==> config.mk <==
export PLATFORM = sky130hd
export DESIGN_NAME = tdc_burst_averager
export DESIGN_NICKNAME = d
export VERILOG_FILES = /design/src/rtl/tdc_burst_averager.sv
export SDC_FILE = /design/constraint.sdc
export NUM_CORES = 1
export LEC_CHECK = 0
export CORE_MARGIN = 10
export CORE_UTILIZATION = 50
export DETAILED_ROUTE_END_ITERATION = 8
export GPL_TIMING_DRIVEN = 1
export HOLD_SLACK_MARGIN = 0.1
export PLACE_DENSITY = 0.66
export SYNTH_ARGS = -nofsm -noshare
export SYNTH_HDL_FRONTEND = slang
export SYNTH_SLANG_ARGS = --single-unit
==> constraint.sdc <==
create_clock -name clk -period 2.6 [get_ports clk]
set_input_delay 0.52 -clock clk [delete_from_list [all_inputs] [get_ports clk]]
set_output_delay 0.52 -clock clk [all_outputs]
set_load 0.05 [all_outputs]
==> src/rtl/tdc_burst_averager.sv <==
// tdc_burst_averager: runs 2^LOG2_N TDC conversions and reports the truncated mean via valid/ack.
// Define TDC_BURST_MINMAX_EN to add per-burst min_out/max_out.
module tdc_burst_averager #(
  parameter int WIDTH     = 8,
  parameter int LOG2_N    = 2,
  parameter int START_LEN = 5,
  parameter int TIMEOUT   = 255
) (
  input  logic             clk,
  input  logic             rst,
  input  logic             enable,
  input  logic [WIDTH-1:0] count_in,
  input  logic             tdc_ready,
  output logic             tdc_start,
  output logic             busy,
  output logic [WIDTH-1:0] avg_out,
  output logic             avg_valid,
  input  logic             avg_ack,
  output logic             timeout_err
`ifdef TDC_BURST_MINMAX_EN
  ,
  output logic [WIDTH-1:0] min_out,
  output logic [WIDTH-1:0] max_out
`endif
);
  localparam int ACC_W = WIDTH + LOG2_N;
  localparam logic [LOG2_N:0] LAST = (LOG2_N+1)'((1 << LOG2_N) - 1);
  typedef enum logic [2:0] {S_IDLE, S_START, S_WAIT, S_ACCUM, S_DONE, S_ERR} state_t;
  state_t state_q;
  logic ready_q, tdc_start_q, busy_q, avg_valid_q, timeout_err_q, ready_rise, go;
  logic [WIDTH-1:0] cap_q, avg_q;
  logic [ACC_W-1:0] acc_q, acc_d;
  logic [LOG2_N:0] cnt_q;
  logic [3:0] slen_q;
  logic [15:0] tmo_q;
  assign ready_rise = tdc_ready & ~ready_q;
  assign acc_d = acc_q + ACC_W'(cap_q);
  assign go = enable & ((state_q == S_IDLE) | (state_q == S_ERR));
  assign tdc_start = tdc_start_q;
  assign busy = busy_q;
  assign avg_out = avg_q;
  assign avg_valid = avg_valid_q;
  assign timeout_err = timeout_err_q;
  always_ff @(posedge clk) begin
    if (rst) begin
      state_q       <= S_IDLE;
      ready_q       <= 1'b0;
      tdc_start_q   <= 1'b0;
      busy_q        <= 1'b0;
      avg_valid_q   <= 1'b0;
      timeout_err_q <= 1'b0;
      cap_q         <= '0;
      avg_q         <= '0;
      acc_q         <= '0;
      cnt_q         <= '0;
      slen_q        <= '0;
      tmo_q         <= '0;
    end else begin
      ready_q <= tdc_ready;
      case (state_q)
        S_IDLE, S_ERR: if (enable) begin
          state_q       <= S_START;
          acc_q         <= '0;
          cnt_q         <= '0;
          slen_q        <= '0;
          tdc_start_q   <= 1'b1;
          busy_q        <= 1'b1;
          timeout_err_q <= 1'b0;
        end
        S_START: if (slen_q == 4'(START_LEN-1)) begin
          state_q     <= S_WAIT;
          tdc_start_q <= 1'b0;
          tmo_q       <= '0;
        end else slen_q <= slen_q + 1'b1;
        S_WAIT: if (ready_rise) begin
          cap_q   <= count_in;
          state_q <= S_ACCUM;
        end else if (tmo_q == 16'(TIMEOUT-1)) begin
          state_q       <= S_ERR;
          timeout_err_q <= 1'b1;
          busy_q        <= 1'b0;
        end else tmo_q <= tmo_q + 1'b1;
        S_ACCUM: begin
          acc_q <= acc_d;
          cnt_q <= cnt_q + 1'b1;
          if (cnt_q == LAST) begin
            state_q     <= S_DONE;
            avg_q       <= acc_d[ACC_W-1:LOG2_N];
            avg_valid_q <= 1'b1;
            busy_q      <= 1'b0;
          end else begin
            state_q     <= S_START;
            slen_q      <= '0;
            tdc_start_q <= 1'b1;
          end
        end
        S_DONE: if (avg_ack) begin
          state_q     <= S_IDLE;
          avg_valid_q <= 1'b0;
        end
        default: state_q <= S_IDLE;
      endcase
    end
  end
`ifdef TDC_BURST_MINMAX_EN
  logic [WIDTH-1:0] mn_q, mx_q, mn_d, mx_d, min_q, max_q;
  assign mn_d = cap_q < mn_q ? cap_q : mn_q;
  assign mx_d = cap_q > mx_q ? cap_q : mx_q;
  assign min_out = min_q;
  assign max_out = max_q;
  always_ff @(posedge clk) begin
    if (rst) begin
      mn_q  <= '0;
      mx_q  <= '0;
      min_q <= '0;
      max_q <= '0;
    end else if (go) begin
      mn_q <= '1;
      mx_q <= '0;
    end else if (state_q == S_ACCUM) begin
      mn_q <= mn_d;
      mx_q <= mx_d;
      if (cnt_q == LAST) begin
        min_q <= mn_d;
        max_q <= mx_d;
      end
    end
  end
`endif
endmodule

Word level (Yosys, flattened, before mapping):

Cells that the tools add are included.

* bits in registers: 57
* input port bits: 13

* $add $sub $neg: 4
* equal/unequal tests: 18
* muxes and demuxes: 34
* bitwise logic cells: 2
* reduce and logical (&&, ||, !) cells: 18

Operator list (number)
* 16-bit 2-to-1 mux: 3
* 16-bit case mux with 2 select lines: 1
* 3-bit 2-to-1 mux: 7
* 10-bit case mux with 2 select lines: 1
* 4-bit AND reduction: 5
* 2-bit inequality test (second input constant): 9
* 16-bit by 1-bit adder with 16-bit output (second input constant): 1
* 16-bit by 8-bit equality test with 1-bit output (second input constant): 1
* 3-bit case mux with 5 select lines: 1
* 4-bit 2-to-1 mux: 3
* 4-bit case mux with 3 select lines: 1
* 1-bit 2-to-1 mux: 11
* 10-bit by 8-bit adder with 10-bit output: 1
* 10-bit 2-to-1 mux: 1
* 3-bit by 2-bit equality test with 1-bit output (second input constant): 3
* 2-bit nonzero test: 4
* 3-bit equality test (second input constant): 2
* 1-bit case mux with 3 select lines: 2
* 3-bit case mux with 2 select lines: 1
* 2-bit AND reduction: 3
* 3-bit nonzero test: 2
* 5-bit AND reduction: 1
* 4-bit by 1-bit adder with 4-bit output (second input constant): 1
* 4-bit by 3-bit equality test with 1-bit output (second input constant): 1
* other kinds (9): 10

Logic depth before layout (Yosys ltp):

* depth in word-level cells: 4
* mapped depth: 8
* mapped depth without buffers: 8

Worst setup path before layout:

No wires, ideal clock.

* path type: reg-to-reg
* start: reg state_q[2]
* end: reg tmo_q[12]
* setup time: 70 ps
* arrival time: 1864 ps
* required time: 2530 ps
* setup slack: 666 ps
* cell stages (with the launch flop): 8
* buffers on the path: 2
* period minus slack after synthesis: 1934 ps
* cell sequence: dfxtp_1 buf_6 or3b_1 buf_2 o22ai_4 o211ai_2 or4_1 a21oi_1

* cells in the longest elaborated chain, start to end: 3

RTL lines
* from (decl): line 29 `state_t state_q;`
* from (signal assigned): line 46 `state_q <= S_IDLE;`
* from (signal assigned): line 62 `state_q <= S_START;`
* from (signal assigned): line 71 `state_q <= S_WAIT;`
* 3-bit by 2-bit equality test with 1-bit output / 3-bit by 1-bit equality test with 1-bit output (equally long branches): line 60 `case (state_q)`
* 2-bit inequality test (no line) / 2-bit nonzero test (equally long branches)
* 4-bit AND reduction (no line)
* to (signal assigned): line 82 `end else tmo_q <= tmo_q + 1'b1;`
* to (decl): line 35 `logic [15:0] tmo_q;`

Parallel ways exist; a longest one is shown, timed or not.
A chain may end at the register's enable or synchronous reset.

Worst setup path in the final report:

* start: reg state_q[0]
* end: reg tmo_q[12]

The elaborated chain is that of the path after synthesis.

==> results by group <==
Run status
  – Status: finished, final reports clean

Global route
  – Largest net degree at the start of global routing: 31
  – Number of global-route vias before repair: between 2000 and 3000
  – GRT overflow: 0
  – All-Layer GR Usage: 0.148
  – Initial antenna violation count: 0
  – First-pass GRT wire length: 11.9 mm

Logic synthesis
  – Synth area leaders: dfxtp_1, a21oi_1, ha_1
  – Gate Count Post-Synth: between 300 and 400
  – Syn nets: 388
  – Flop and latch count out of synthesis: 57
  – Area share of the largest cell type after synthesis: 0.384
  – Ys async rst share: 0
  – Yosys top cell by area: dfxtp_1
  – Synth Cell Area: around 3000 µm²
  – Top_reg_cell synth: dfxtp_1
  – Avg Inst Size Synth: between 8 and 9 µm²
  – Yosys cell types: 51
  – Post-synth EDFFs: 0
  – Syn. warnings: 0
  – Register area share after synthesis: 0.384

Die
  – # rows: 28
  – DIE WIDTH: 97.1 µm
  – Core ar.: 5850 µm²
  – Die H: 97.1 µm
  – IO Pins: 25
  – Starting Density: 0.508
  – Die area: ~9400 µm²

Worst setup path
  – Req. time, crit path: between 2 and 3 ns
  – Crit Path Class: reg -> reg
  – CP Data Arrival Time: approximately 2.5 ns
  – R2r setup slk: about 0.36 ns
  – Critical Path Fanout Max: 13
  – CP startpoint kind: register
  – Crit path capture type: register

Clocking
  – Clock transition at path regs: 0.07 ns
  – Clk buf depth: 2
  – Root buf cell: clkbuf_8
  – CTS tree: done
  – Total clock sinks: 57
  – H-Tree Depth: 3
  – CTS Buf Count: 9
  – Hold buffers post-CTS: 0
  – Postcts setup bufs: 0
  – Worst-skew pair later-pin latency: 0.34 ns
  – Cts repair resizes: 0

Drt
  – Avg Vias per Cell: between 5 and 6
  – 1st-iter DRT viols: 125
  – Pre-antenna DRT Iters: 4
  – Detail Route Antenna Nets: 0
  – WL final: around 6.8 mm
  – Drt drc: 0
  – DR WL/cell: 14.6 µm
  – Via count: 2628

Place
  – Pre-CTS setup slack: ~0.14 ns
  – Gpl congestion: between 0.8 and 0.9
  – DPL Wire Length: 4.95 mm
  – Port Buf Inserts: 24

Min path
  – HP Class: reg -> reg

Timing
  – Final Hold Fails: 0
  – Max Slew Vio Count: 0
  – Clock skew: 0.00795 ns
  – Final WS setup: approximately 0.36 ns
  – Final Setup Violations: 0
  – Fin crit share: 0.861
  – Slew margin rel.: 0.291
  – Worst Tran Pin Value: ~1.1 ns
  – Peak Freq: approximately 0.45 GHz
  – Setup TNS: 0 ns
  – Final Critical Period: roughly 2.2 ns
  – Final hold slack: between 0.4 and 0.5 ns
  – RSZ-0062 raised after global routing: false

Power
  – Cell Pwr Density: a little over 700 nW/µm²
  – Maximum vdd drop: roughly 0.0004 V
  – LEAKAGE: 1.32 nW

Layout
  – Diodes inserted: 0
  – Area Growth Syn to Fin: 18.5%
  – FILL cells: 532
  – Share of layout cells above drive strength 1: 0.0663
  – # nets final: between 400 and 500

Run
  – Max cap viols: 0
-- path summary, 6_finish.rpt --
check               end  cells past startpoint        from
max           tmo_q[12]                      5  state_q[0]
min reg2reg  avg_out[4]                      2  avg_out[4]
min          avg_out[4]                      2  avg_out[4]
max reg2reg   tmo_q[12]                      5  state_q[0]
-- through the flow --
stage | utilization | std cells | power (mW) | instance area [µm²]
2_1_floorplan | - | 360 | 1.41 | 2970
3_3_place_gp | 0.563 | 451 | 1.56 | 3290
3_5_place_dp | 0.563 | 451 | 1.56 | 3290
4_1_cts | 0.602 | 467 | 2.52 | 3520
5_1_grt | 0.602 | 467 | 2.62 | 3520
6_report | 0.602 | 467 | 2.50 | 3520
-- routing by layer --
layer | vias to the layer above | wire (µm) | global-route usage
li1 | 1358 | - | -
met1 | 1218 | 3090 | 0.170
met2 | 40 | 3330 | 0.249
met3 | 12 | 262 | 0.0484
met4 | 0 | 116 | 0.0579
met5 | - | 0 | 0
-- critical path, cell delays in order (launching register included) --
cell and delay (ns):
dfxtp_1 0.37, or3b_1 0.47, o22ai_4 0.32, o211ai_2 0.29, or4_1 0.56, a21oi_1 0.14
-- cell usage after synthesis, types with 4 or more instances --
cell,n
dfxtp_1,57
nand2_1,42
a21oi_1,38
nor2_1,33
o21ai_0,15
ha_1,14
nand3_1,13
clkbuf_1,12
inv_1,12
or3_1,11
and2_1,6
and3_1,6
nand4_1,6
nor2b_1,6
xnor2_1,6
xor2_1,6
or4_1,5
a22oi_1,4
nor3_1,4
o21a_1,4
o31ai_1,4
-- registers in the layout (all words and copies together), names as in the netlist --
register / count
tmo_q: 16
avg_valid: 1
busy: 1
timeout_err: 1
cap_q: 8
acc_q: 10
avg_out: 8
cnt_q: 3
tdc_start: 1
ready_q: 1
state_q: 3
slen_q: 4
-- area by class of cell --
type                    count  area (µm²)  area share
multi-input cells         276        1720       0.488
flip-flops and latches     57        1140       0.324
clock inverters             5        77.6      0.0220
well taps                  75        93.8      0.0267
clock buffers              11         151      0.0430
inverters                  12        45.0      0.0128
repair buffers             31         293      0.0832
-- where the power goes --
part | total [mW] | leakage [nW] | switching, mW | internal (mW)
sequential | 0.954 | 0.461 | 0.0348 | 0.919
clock | 0.951 | 0.115 | 0.363 | 0.588
combinational | 0.591 | 0.743 | 0.367 | 0.223
-- kinds of logic (layout without fill, tap and decap cells) --
kind of cell / count (synthesis) / count (layout) / synth area share
and+or+nand+nor: 152 / 152 / 0.261
AOI/OAI and AO/OA: 95 / 95 / 0.210
muxes: 1 / 1 / 0.00337
xor gates and xnor gates: 12 / 12 / 0.0354
buffers and inverters: 27 / 59 / 0.0375
adders and majority gates: 16 / 16 / 0.0691
DFF: 57 / 57 / 0.384
-- cells in the final DEF (no fill, tap or decap), drive strengths merged, types with 7 or more instances in the layout --
cell type,instances
buf,7
or3,11
o21ai,15
ha,14
clkbuf,11
nand3,13
inv,12
a21oi,38
nand2,42
clkdlybuf4s50,24
nor2,33
dfxtp,57
(Power assumes the default switching activity.)
